File: src/rtl/pixel_pkg.sv
// Shared screen constants, pixel record and source identifiers for the VGA write path.

package pixel_pkg;

   localparam int unsigned SCREEN_W = 160;
   localparam int unsigned SCREEN_H = 120;

   typedef struct packed {
      logic [7:0] x;
      logic [6:0] y;
      logic [2:0] colour;
   } pixel_t;

   typedef enum logic {
      SrcA,
      SrcB
   } src_e;

endpackage

File: src/rtl/pixel_fifo.sv
// Show-ahead FIFO of pixel_t: the head entry is visible on head whenever empty is low.

module pixel_fifo
   import pixel_pkg::*;
#(
   parameter int unsigned DEPTH = 8
) (
   input  logic   clk,
   input  logic   resetn,
   input  logic   push,
   input  pixel_t push_data,
   input  logic   pop,
   output pixel_t head,
   output logic   full,
   output logic   empty
);

   localparam int unsigned PtrW = $clog2(DEPTH);
   localparam int unsigned CntW = PtrW + 1;

   pixel_t            mem_q [DEPTH];
   logic [PtrW-1:0]   wr_ptr_q, rd_ptr_q;
   logic [CntW-1:0]   count_q, count_d;
   logic              do_push, do_pop;

   assign full    = (count_q == CntW'(DEPTH));
   assign empty   = (count_q == '0);
   assign do_push = push && !full;
   assign do_pop  = pop && !empty;
   assign head    = mem_q[rd_ptr_q];

   always_comb begin
      count_d = count_q;
      if (do_push && !do_pop) begin
         count_d = count_q + 1'b1;
      end else if (!do_push && do_pop) begin
         count_d = count_q - 1'b1;
      end
   end

   // Storage is deliberately left unreset; head is only meaningful while !empty.
   always_ff @(posedge clk) begin
      if (do_push) begin
         mem_q[wr_ptr_q] <= push_data;
      end
   end

   always_ff @(posedge clk or negedge resetn) begin
      if (!resetn) begin
         wr_ptr_q <= '0;
         rd_ptr_q <= '0;
         count_q  <= '0;
      end else begin
         if (do_push) wr_ptr_q <= wr_ptr_q + 1'b1;
         if (do_pop)  rd_ptr_q <= rd_ptr_q + 1'b1;
         count_q <= count_d;
      end
   end

endmodule

File: src/rtl/pixel_write_queue.sv
// Round-robin merge of two pixel drawers into one buffered vga_adapter write stream.
// Off-screen clipping and drop_count are enabled by defining PIXEL_CLIP_EN.

module pixel_write_queue
   import pixel_pkg::*;
#(
   parameter int unsigned DEPTH = 8,
   parameter int unsigned X_MAX = SCREEN_W,
   parameter int unsigned Y_MAX = SCREEN_H
) (
   input  logic       clk,
   input  logic       resetn,
   input  logic       a_plot,
   input  logic [7:0] a_x,
   input  logic [6:0] a_y,
   input  logic [2:0] a_colour,
   output logic       a_ready,
   input  logic       b_plot,
   input  logic [7:0] b_x,
   input  logic [6:0] b_y,
   input  logic [2:0] b_colour,
   output logic       b_ready,
   output logic [7:0] vga_x,
   output logic [6:0] vga_y,
   output logic [2:0] vga_colour,
   output logic       vga_plot,
   input  logic       vga_ready,
   output logic       full,
   output logic       empty,
   output logic [7:0] drop_count
);

   src_e   rr_last_q;
   logic   grant_a, grant_b, accept, push;
   pixel_t in_pix, head;

   // On contention the source that did not win last time takes the slot.
   assign grant_a = a_plot && (!b_plot || rr_last_q == SrcB);
   assign grant_b = b_plot && (!a_plot || rr_last_q == SrcA);
   assign a_ready = grant_a && !full;
   assign b_ready = grant_b && !full;
   assign accept  = a_ready || b_ready;
   assign in_pix  = a_ready ? pixel_t'{x: a_x, y: a_y, colour: a_colour}
                            : pixel_t'{x: b_x, y: b_y, colour: b_colour};

   always_ff @(posedge clk or negedge resetn) begin
      if (!resetn) begin
         rr_last_q <= SrcB;
      end else if (accept) begin
         rr_last_q <= a_ready ? SrcA : SrcB;
      end
   end

`ifdef PIXEL_CLIP_EN
   logic       off_screen;
   logic [7:0] drop_q;

   assign off_screen = (32'(in_pix.x) >= X_MAX) || (32'(in_pix.y) >= Y_MAX);
   // A clipped pixel still completes its handshake; it just never reaches the FIFO.
   assign push       = accept && !off_screen;
   assign drop_count = drop_q;

   always_ff @(posedge clk or negedge resetn) begin
      if (!resetn) begin
         drop_q <= '0;
      end else if (accept && off_screen && drop_q != 8'hff) begin
         drop_q <= drop_q + 8'd1;
      end
   end
`else
   localparam int unsigned unused_lims = X_MAX + Y_MAX;

   assign push       = accept;
   assign drop_count = '0;
`endif

   pixel_fifo #(
      .DEPTH(DEPTH)
   ) u_fifo (
      .clk       (clk),
      .resetn    (resetn),
      .push      (push),
      .push_data (in_pix),
      .pop       (vga_plot && vga_ready),
      .head      (head),
      .full      (full),
      .empty     (empty)
   );

   assign vga_plot   = !empty;
   assign vga_x      = head.x;
   assign vga_y      = head.y;
   assign vga_colour = head.colour;

endmodule

File: config.mk
export PLATFORM = sky130hd
export DESIGN_NAME = pixel_write_queue
export DESIGN_NICKNAME = d
export VERILOG_FILES = /design/src/rtl/pixel_pkg.sv /design/src/rtl/pixel_fifo.sv /design/src/rtl/pixel_write_queue.sv
export SDC_FILE = /design/constraint.sdc
export NUM_CORES = 1
export LEC_CHECK = 0
export ABC_AREA = 1
export CAP_MARGIN = 10
export CORE_ASPECT_RATIO = 1.5
export CORE_UTILIZATION = 40
export DETAILED_ROUTE_END_ITERATION = 16
export SYNTH_ARGS = -nofsm -noshare
export SYNTH_HDL_FRONTEND = slang
export SYNTH_SLANG_ARGS = --single-unit
File: constraint.sdc
create_clock -name clk -period 2.2 [get_ports clk]
set_clock_uncertainty 0.05 [all_clocks]
set_input_delay 0.22 -clock clk [delete_from_list [all_inputs] [get_ports clk]]
set_output_delay 0.22 -clock clk [all_outputs]
set_load 0.005 [all_outputs]
==> run_results.csv, run 1 <==
group,metric,value,unit
outcome,outcome,"finished, violations left",
outcome,violations,"DRC",
timing,finalCritPeriodShare,96.6,%
clocking,buffer_type_at_the_clock_tree_root,"sky130_fd_sc_hd__clkbuf_16",
yosys,netlist_area,7270,um2
placed_design,dpl_cell_area,8270,um2
placed_design,pre_cts_slack,-0.0175,ns
yosys,number_of_enable_type_register_cells_in_the_synthesized_netlist,144,
global_routing,grt_max_degree,37,
die,floorplan.initialDensity,40.7,%
worst_setup_path,cpPeakStageDelay,0.52,ns
detailed_routing,wire_per_inst,15.4,um
worst_setup_path,criticalPathCategory,"reg -> out",
yosys,yosys_register_bits,155,
die,io_pins,72,
worst_setup_path,worstPathRequired,1.93,ns
worst_setup_path,timing.rr.start,"u_fifo.count_q[0]",
die,fp.dieH,167,um
yosys,synthDistinctLibCells,27,
final_layout,fin_nets,926,
worst_setup_path,timing.critical_path.slowest_stage_cell,"sky130_fd_sc_hd__dfrtp_4",
timing,max_slew.worst_pin.slew,0.543,ns
die,floorplan.core_area,17900,um2
clocking,cts-hold-fix-buffers,0,
worst_setup_path,critPathLaunchType,"flip-flop",
placed_design,portBuffers,63,
power_and_ir_drop,power.static_leakage,4.09,nW
detailed_routing,vias_per_cell,4.64,
worst_setup_path,r2r_cells,13,
worst_setup_path,peak_fanout_along_the_critical_path,10,
final_layout,area_of_the_multi_input_gates,2270,um2
clocking,tritoncts,"yes",
timing,report.final.setup_viol,0,
timing,setup_repair_after_global_routing_missed_its_margin,"yes",
power_and_ir_drop,worst_vdd_ir,0.00102,V
job,max_cap_violations,0,
yosys,synth_seq_area_share,63.2,%
timing,timing.fmax,470,MHz
yosys,synth_top_area_share,59.4,%
detailed_routing,ant_nets,0,
final_layout,mostFrequentLayoutCell,"sky130_fd_sc_hd__nand2_1",
power_and_ir_drop,powerDensity,1380,nW/um2
worst_setup_path,setup.worst_path.end,"vga_y[0]",
detailed_routing,drt_pass1_iterations,11,
global_routing,grt_overflow_total,0,
final_layout,filler_cell_count,1562,
worst_setup_path,critical_path.n_buffers_inverters,3,
placed_design,hpwlAfterDp,9180,um
worst_setup_path,critical_path_depth,9,
yosys,synth-main-ff-cell,"sky130_fd_sc_hd__edfxtp_1",
worst_setup_path,worstPathCellList,"buf_8, buf_6, nor2_1, nor2_1, nand2_1, nand2_1, nand2_2, nand2_2, dlygate4sd2_1",
yosys,ys.warnings.count,0,
timing,timing.max_slew.rel_slack,63.7,%
final_layout,post_layout_cell_count,1110,
global_routing,grt_use_total,18.6,%
yosys,synth_top_area_cell,"sky130_fd_sc_hd__edfxtp_1",
final_layout,area_growth_syn_to_layout,28.4,%
detailed_routing,drt_drc_violations_left,4,
clocking,cts.path.max_buffers,2,
clocking,tritoncts.num_buffers,17,
yosys,synthesis.area_per_instance,9.26,um2
clocking,clock_tree.htree_level_count,4,
timing,fin_ws,0.0737,ns
final_layout,post_route_cells_drive_above_1_share,16.4,%
worst_setup_path,end_kind,"primary output",
global_routing,antenna_found_initial,1,
clocking,clock_sinks,155,
yosys,async_reset_ff_share,7.10,%
placed_design,place_congestion,0.719,
die,die_x,112,um
final_layout,regArea,4600,um2
global_routing,number_of_global_route_vias_before_repair,4886,
power_and_ir_drop,p_total,12.9,mW
die,placement_rows,60,
worst_setup_path,startpoint,"u_fifo.rd_ptr_q[0]",
timing,hold_viol_final,0,
detailed_routing,route.final.wire_length,17000,um
final_layout,final_core_utilization,52.3,%
timing,fin_crit,2.13,ns
final_layout,final_area,9340,um2
timing,finalHoldWorstSlack,0.102,ns
global_routing,grt_first_pass_wirelength,25700,um
detailed_routing,drt-initial-drc-count,319,
placed_design,placed_cells,1059,
yosys,syn-instance-count,786,
worst_setup_path,reg2reg_to,"u_fifo.count_q[3]",
worst_setup_path,path_delay_family,"buffers and inverters",
worst_setup_path,arrival,1.86,ns
worst_setup_path,reg2reg_setup_slack,0.14,ns
timing,setup-tns-final,0,ns
timing,fin_max_slew_vios,0,
clocking,clkLatencyLatePin,0.42,ns
detailed_routing,num_vias,5149,
final_layout,final_cell_mix,"sky130_fd_sc_hd__nand2_1 (308), sky130_fd_sc_hd__edfxtp_1 (144), sky130_fd_sc_hd__nor2_1 (113), sky130_fd_sc_hd__inv_1 (82), sky130_fd_sc_hd__clkdlybuf4s50_1 (43)",
worst_hold_path,type_of_the_tightest_min_delay_check,"in -> async",
clocking,clk_pin_slew,0.06,ns
yosys,netlist_top_cells_area,"sky130_fd_sc_hd__edfxtp_1 (59%), sky130_fd_sc_hd__nand2_1 (16%), sky130_fd_sc_hd__nor2_1 (7.5%)",
die,floorplan.die_area,18700,um2
==> worst min-delay path by stage <==
stage,startpoint,endpoint
2_1_floorplan,resetn,u_fifo.count_q[0]
3_3_place_gp,rr_last_q,rr_last_q
3_5_place_dp,rr_last_q,rr_last_q
4_1_cts,resetn,u_fifo.wr_ptr_q[2]
5_1_grt,resetn,u_fifo.count_q[0]
6_report,resetn,u_fifo.wr_ptr_q[2]
==> power breakdown <==
group	total, mW	switching (mW)	internal, mW
logic	5.79	3.29	2.50
registers	4.33	0.261	4.07
clock network	2.76	1.18	1.57
==> synth_stat cells (4+ instances only) <==
master                       n
sky130_fd_sc_hd__buf_4      20
sky130_fd_sc_hd__nand3_1    13
sky130_fd_sc_hd__nand2_1   313
sky130_fd_sc_hd__ha_1        5
sky130_fd_sc_hd__nor2_1    146
sky130_fd_sc_hd__buf_2      10
sky130_fd_sc_hd__xnor2_1     4
sky130_fd_sc_hd__inv_1      84
sky130_fd_sc_hd__buf_6       9
sky130_fd_sc_hd__a21oi_1     8
sky130_fd_sc_hd__edfxtp_1  144
sky130_fd_sc_hd__dfrtp_1    10
==> sequential cells by signal, indices dropped and copies added (netlist names) <==
signal	cells
u_fifo.count_q	4
rr_last_q	1
u_fifo.rd_ptr_q	3
u_fifo.wr_ptr_q	3
u_fifo.mem_q	144
==> final cells by class <==
class                      instances  share of cell area [%]
antenna                            1                  0.0268
clock buffer                      17                    4.55
clock inverter                    15                    1.49
inverter                          87                    3.50
multi-input combinational        510                    24.3
sequential                       155                    49.3
tap                              217                    2.91
timing repair buffer             108                    14.0
==> what timing repair did <==
action,4_1_cts,5_1_grt
gates resized for setup,37,83
setup endpoints to repair,20,22
pin swaps,2,12
setup buffers,10,1
gates cloned,3,5
==> routing by layer <==
metal | vias to the layer above | track usage (%) | part of all wire [%]
met2 | 116 | 32.5 | 52
li1 | 2616 | - | -
met3 | 22 | 3.69 | 4.1
met4 | 0 | 6.67 | 1.9
met5 | - | 0 | 0
met1 | 2395 | 22.8 | 42
==> cell families (layout without fill, tap and decap cells) <==
group	Yosys count	count (layout)	share of synthesized area (%)
other cells	1	9	0.0516
buf+inv	128	227	8.74
flops	155	155	63.2
fa+ha+maj	6	6	1.14
xor+xnor	5	5	0.602
compound gates	13	13	1.01
simple gates	478	478	25.2
Note: power is estimated with default switching activity, not from simulation.
==> run 2, diff against run 1 <==
CORE_ASPECT_RATIO = default   (was 1.5)
==> run_results.csv, run 2 (synthesis results as in run 1) <==
group,metric,value,unit
outcome,outcome,"complete, no violations",
die,floorplan.die_area,18700,um2
timing,fin_max_slew_vios,0,
final_layout,largest_register,"u_fifo.mem_q",
global_routing,grt_use_total,17.5,%
final_layout,post_route_cells_drive_above_1_share,9.94,%
timing,fin_crit,2.14,ns
global_routing,grt_first_pass_wirelength,23500,um
detailed_routing,num_vias,4927,
worst_setup_path,end_kind,"primary output",
timing,max_slew.worst_pin.slew,0.511,ns
die,io_pins,72,
timing,timing.max_slew.rel_slack,65.8,%
placed_design,hpwlAfterDp,9240,um
placed_design,pre_cts_slack,-0.0215,ns
worst_setup_path,startpoint,"u_fifo.count_q[2]",
timing,fin_ws,0.0642,ns
final_layout,filler_cell_count,1593,
job,max_cap_violations,0,
final_layout,fin_nets,920,
timing,hold_viol_final,0,
worst_setup_path,timing.rr.start,"rr_last_q",
die,floorplan.core_area,17500,um2
timing,finalCritPeriodShare,97.1,%
worst_setup_path,worstPathRequired,1.93,ns
placed_design,portBuffers,63,
placed_design,place_congestion,0.748,
final_layout,largest_register_ffs,144,
final_layout,diodes,0,
detailed_routing,ant_nets,0,
clocking,tritoncts,"yes",
clocking,clock_tree.htree_level_count,4,
power_and_ir_drop,worst_vdd_ir,0.000783,V
power_and_ir_drop,powerDensity,1340,nW/um2
global_routing,grt_max_degree,57,
timing,finalHoldWorstSlack,0.0901,ns
die,fp.dieH,137,um
detailed_routing,wire_per_inst,14.1,um
final_layout,final_cell_mix,"sky130_fd_sc_hd__nand2_1 (313), sky130_fd_sc_hd__nor2_1 (146), sky130_fd_sc_hd__edfxtp_1 (144), sky130_fd_sc_hd__inv_1 (83), sky130_fd_sc_hd__clkdlybuf4s50_1 (44)",
global_routing,grt_overflow_total,0,
clocking,cts.path.max_buffers,2,
worst_setup_path,criticalPathCategory,"reg -> out",
worst_setup_path,arrival,1.87,ns
power_and_ir_drop,power.static_leakage,4.01,nW
clocking,tritoncts.num_buffers,17,
worst_setup_path,setup.worst_path.end,"b_ready",
global_routing,number_of_global_route_vias_before_repair,4347,
timing,timing.fmax,468,MHz
final_layout,reg_top3,"u_fifo.mem_q (144), u_fifo.count_q (4)",
clocking,clk_pin_slew,0.06,ns
die,placement_rows,48,
worst_hold_path,type_of_the_tightest_min_delay_check,"in -> async",
worst_setup_path,reg2reg_to,"u_fifo.count_q[3]",
worst_setup_path,critPathLaunchType,"flip-flop",
clocking,cts-hold-fix-buffers,0,
final_layout,area_growth_syn_to_layout,23.4,%
timing,setup_repair_after_global_routing_missed_its_margin,"yes",
detailed_routing,drt-initial-drc-count,281,
final_layout,mostFrequentLayoutCell,"sky130_fd_sc_hd__nand2_1",
clocking,clock_sinks,155,
detailed_routing,route.final.wire_length,15600,um
global_routing,antenna_found_initial,0,
worst_setup_path,reg2reg_setup_slack,0.13,ns
die,die_x,137,um
clocking,clkLatencyLatePin,0.42,ns
die,floorplan.initialDensity,41.5,%
detailed_routing,drt_pass1_iterations,4,
detailed_routing,drt_drc_violations_left,0,
worst_setup_path,peak_fanout_along_the_critical_path,13,
worst_setup_path,r2r_cells,13,
timing,report.final.setup_viol,0,
clocking,buffer_type_at_the_clock_tree_root,"sky130_fd_sc_hd__clkbuf_16",
detailed_routing,vias_per_cell,4.44,
-- run 2: per-stage QoR --
stage / cell area, um2 / util, % / TNS, ns / cells / power [mW]
floorplan: 7300 / - / -19.70 / 793 / 7.50
global placement: 8300 / 47.3 / -0.0143 / 1073 / 9.33
detailed placement: 8300 / 47.3 / -0.0215 / 1073 / 9.37
CTS: 8870 / 50.6 / -0.106 / 1105 / 12.0
global route: 8980 / 51.2 / -0.294 / 1110 / 12.9
finish: 8980 / 51.2 / 0 / 1110 / 12.0
-- run 2: report_power, final --
group / leakage [nW] / switching, mW / internal (mW)
Combinational: 2.28 / 2.98 / 1.95
Sequential: 1.45 / 0.238 / 4.06
Clock: 0.282 / 1.05 / 1.75
Total: 4.01 / 4.27 / 7.77
-- run 2: routing by layer --
layer | share of wire, % | wire length, um | GRT usage [%] | vias up
li1 | - | - | - | 2599
met1 | 45 | 7070 | 23.3 | 2210
met2 | 49 | 7670 | 28.1 | 108
met3 | 4.8 | 744 | 4.04 | 10
met4 | 0.89 | 139 | 6.35 | 0
met5 | 0 | 0 | 0 | -
-- run 2: final cells by class --
type                    instances  area [um2]  share of cell area (%)
clock inverters                11         128                    1.42
multi-input cells             510        2140                    23.8
inverters                      87         327                    3.64
clock buffers                  20         437                    4.86
flip-flops and latches        155        4600                    51.3
well taps                     225         282                    3.14
repair buffers                102        1070                    11.9
-- run 2: critical path, cell delays in order, from the launching register on --
cell and delay, ns:
sky130_fd_sc_hd__dfrtp_1 0.42, sky130_fd_sc_hd__inv_1 0.13, sky130_fd_sc_hd__nand3_4 0.12, sky130_fd_sc_hd__nand2_4 0.11, sky130_fd_sc_hd__buf_12 0.15, sky130_fd_sc_hd__inv_1 0.05, sky130_fd_sc_hd__clkdlybuf4s50_1 0.46
-- run 2: worst min-delay path by stage --
stage	from	end	cells past startpoint
after CTS	resetn	u_fifo.count_q[3]	1
after floorplan	resetn	u_fifo.count_q[0]	0
after global placement	rr_last_q	rr_last_q	2
after global routing	resetn	u_fifo.rd_ptr_q[2]	1
final	resetn	u_fifo.count_q[0]	1
after detailed placement	rr_last_q	rr_last_q	2
-- run 2: what timing repair did --
action,CTS,global route
buffers inserted,1,4
pin swaps,0,3
gates cloned,0,1
setup endpoints to repair,20,9
gates resized for setup,23,11
==> run 3, diff against run 2 <==
HOLD_SLACK_MARGIN = 0.02   (was default)
MAX_ROUTING_LAYER = met4   (was default)
SETUP_SLACK_MARGIN = 0.02   (was default)
==> run_results.csv, run 3 (synthesis results as in run 1) <==
group,metric,value,unit
outcome,outcome,"complete, no violations",
clocking,cts.path.max_buffers,2,
final_layout,filler_cell_count,1524,
clocking,buffer_type_at_the_clock_tree_root,"sky130_fd_sc_hd__clkbuf_16",
timing,timing.fmax,466,MHz
clocking,clock_tree.htree_level_count,4,
worst_setup_path,criticalPathCategory,"reg -> out",
timing,hold_viol_final,0,
worst_setup_path,critical_path.most_common_cell,"sky130_fd_sc_hd__nand2_1",
job,max_cap_violations,0,
detailed_routing,wire_per_inst,15.6,um
die,io_pins,72,
final_layout,mostFrequentLayoutCell,"sky130_fd_sc_hd__nand2_1",
global_routing,grt_use_met1,26.2,%
worst_setup_path,r2r_cells,13,
detailed_routing,drt_drc_violations_left,0,
worst_setup_path,critPathLaunchType,"flip-flop",
die,placement_rows,48,
final_layout,fin_nets,947,
worst_setup_path,reg2reg_to,"u_fifo.count_q[3]",
detailed_routing,drt-initial-drc-count,339,
placed_design,place_congestion,0.758,
placed_design,hpwlAfterDp,9240,um
final_layout,area_growth_syn_to_layout,32.0,%
worst_setup_path,reg2reg_setup_slack,0.13,ns
detailed_routing,vias_per_cell,4.62,
worst_setup_path,arrival,1.88,ns
die,floorplan.die_area,18700,um2
timing,fin_crit,2.15,ns
clocking,tritoncts.num_buffers,17,
placed_design,portBuffers,63,
final_layout,final_cell_mix,"sky130_fd_sc_hd__nand2_1 (301), sky130_fd_sc_hd__edfxtp_1 (144), sky130_fd_sc_hd__nor2_1 (115), sky130_fd_sc_hd__inv_1 (82), sky130_fd_sc_hd__clkdlybuf4s50_1 (44)",
power_and_ir_drop,worst_vdd_ir,0.000741,V
final_layout,post_route_cells_drive_above_1_share,19.6,%
timing,finalHoldWorstSlack,0.0927,ns
worst_setup_path,cpPeakStageDelay,0.54,ns
worst_setup_path,end_kind,"primary output",
clocking,clk_pin_slew,0.06,ns
detailed_routing,num_vias,5254,
die,floorplan.initialDensity,41.5,%
clocking,tritoncts,"yes",
detailed_routing,route.final.wire_length,17700,um
final_layout,largest_register,"u_fifo.mem_q",
power_and_ir_drop,powerDensity,1400,nW/um2
die,die_x,137,um
die,floorplan.core_area,17500,um2
timing,report.final.setup_viol,0,
final_layout,diodes,0,
die,fp.dieH,137,um
timing,timing.max_slew.rel_slack,65.0,%
global_routing,number_of_global_route_vias_before_repair,4831,
timing,max_slew.worst_pin.slew,0.524,ns
global_routing,grt_max_degree,37,
power_and_ir_drop,p_total,13.5,mW
global_routing,grt_overflow_total,0,
final_layout,area_of_the_multi_input_gates,2370,um2
timing,fin_max_slew_vios,0,
clocking,clkLatencyLatePin,0.42,ns
detailed_routing,ant_nets,0,
global_routing,grt_first_pass_wirelength,26900,um
power_and_ir_drop,power.static_leakage,4.24,nW
timing,finalCritPeriodShare,97.6,%
global_routing,grt_use_met2,33.8,%
global_routing,grt_use_total,20.8,%
final_layout,largest_register_ffs,144,
worst_setup_path,worstPathRequired,1.93,ns
global_routing,top_usage_layer,"met2",
worst_hold_path,type_of_the_tightest_min_delay_check,"in -> async",
worst_setup_path,worstPathCellList,"buf_12, buf_8, buf_16, nor2_4, nor2_1, nand2_1, nand2_1, nand2_1, nand2_1, buf_2",
final_layout,reg_top3,"u_fifo.mem_q (144), u_fifo.count_q (4)",
global_routing,grtUsageMet3,3.93,%
timing,setup_repair_after_global_routing_missed_its_margin,"yes",
final_layout,regArea,4600,um2
worst_setup_path,timing.rr.start,"u_fifo.count_q[1]",
worst_setup_path,timing.critical_path.slowest_stage_cell,"sky130_fd_sc_hd__dfrtp_4",
clocking,clock_sinks,155,
detailed_routing,drt_pass1_iterations,5,
worst_setup_path,peak_fanout_along_the_critical_path,7,
global_routing,antenna_found_initial,0,
==> run 3: cell count changes in the layout (fill, tap and decap cells not counted), moves of 8 or more <==
cell / change
sky130_fd_sc_hd__nor2_1: -31
sky130_fd_sc_hd__nor2_4: +21
sky130_fd_sc_hd__dlygate4sd2_1: -18
sky130_fd_sc_hd__buf_16: +8
sky130_fd_sc_hd__nand2_1: -12
sky130_fd_sc_hd__nand2_2: +12
sky130_fd_sc_hd__nor2_2: +10
sky130_fd_sc_hd__buf_2: +16
==> run 3: metal layers <==
layer | part of all wire, % | vias to the layer above
met2 | 50 | 137
met1 | 44 | 2437
li1 | - | 2663
met4 | 1.3 | 0
met3 | 4.0 | 17
met5 | 0 | -
==> run 3: worst max path at each step <==
stage	slack, ns	cells after the start	startpoint	to
floorplan	-0.14	5	rr_last_q	u_fifo.mem_q[2][0]
global placement	-0.01	12	b_plot	u_fifo.count_q[3]
detailed placement	-0.02	12	a_plot	u_fifo.count_q[3]
CTS	-0.06	10	u_fifo.rd_ptr_q[0]	vga_colour[1]
global route	-0.04	10	u_fifo.rd_ptr_q[0]	vga_y[0]
finish	0.05	10	u_fifo.rd_ptr_q[0]	vga_y[0]
==> run 3: report_power, final <==
group | switching [mW] | total, mW | internal (mW)
logic | 3.55 | 6.32 | 2.77
clock network | 1.07 | 2.82 | 1.75
registers | 0.283 | 4.35 | 4.07
total | 4.90 | 13.5 | 8.60
==> run 3: area by class of cell <==
class / count / share of cell area (%)
tap: 225 / 2.93
clock inverter: 11 / 1.33
sequential: 155 / 47.9
inverter: 87 / 3.40
timing repair buffer: 129 / 15.2
clock buffer: 20 / 4.55
multi-input combinational: 510 / 24.7
==> run 3: timing repair <==
| item | 4_1_cts | 5_1_grt |
|---|---|---|
| resized for setup | 118 | 56 |
| endpoints found under the setup margin | 20 | 21 |
| hold buffers | 0 | 0 |
| pin swaps | 30 | 41 |
| cloned | 12 | 0 |
| setup buffers | 18 | 8 |
==> run 3: worst max-delay path, delay by kind of cell, from the launching register on <==
kind / cells / cell delay [ns]
AND/OR/NAND/NOR: 6 / 0.37
flip-flops: 1 / 0.54
buffers and inverters: 4 / 0.55
==> run 3: stage by stage <==
step | setup WS (ns) | TNS, ns | instance area [um2] | cells | utilization [%]
CTS | -0.0640 | -0.287 | 9470 | 1133 | 54.0
floorplan | -0.137 | -19.70 | 7300 | 793 | -
global placement | -0.0143 | -0.0143 | 8300 | 1073 | 47.3
finish | 0.0539 | 0 | 9610 | 1137 | 54.8
detailed placement | -0.0215 | -0.0215 | 8300 | 1073 | 47.3
global route | -0.0438 | -0.0566 | 9610 | 1137 | 54.8
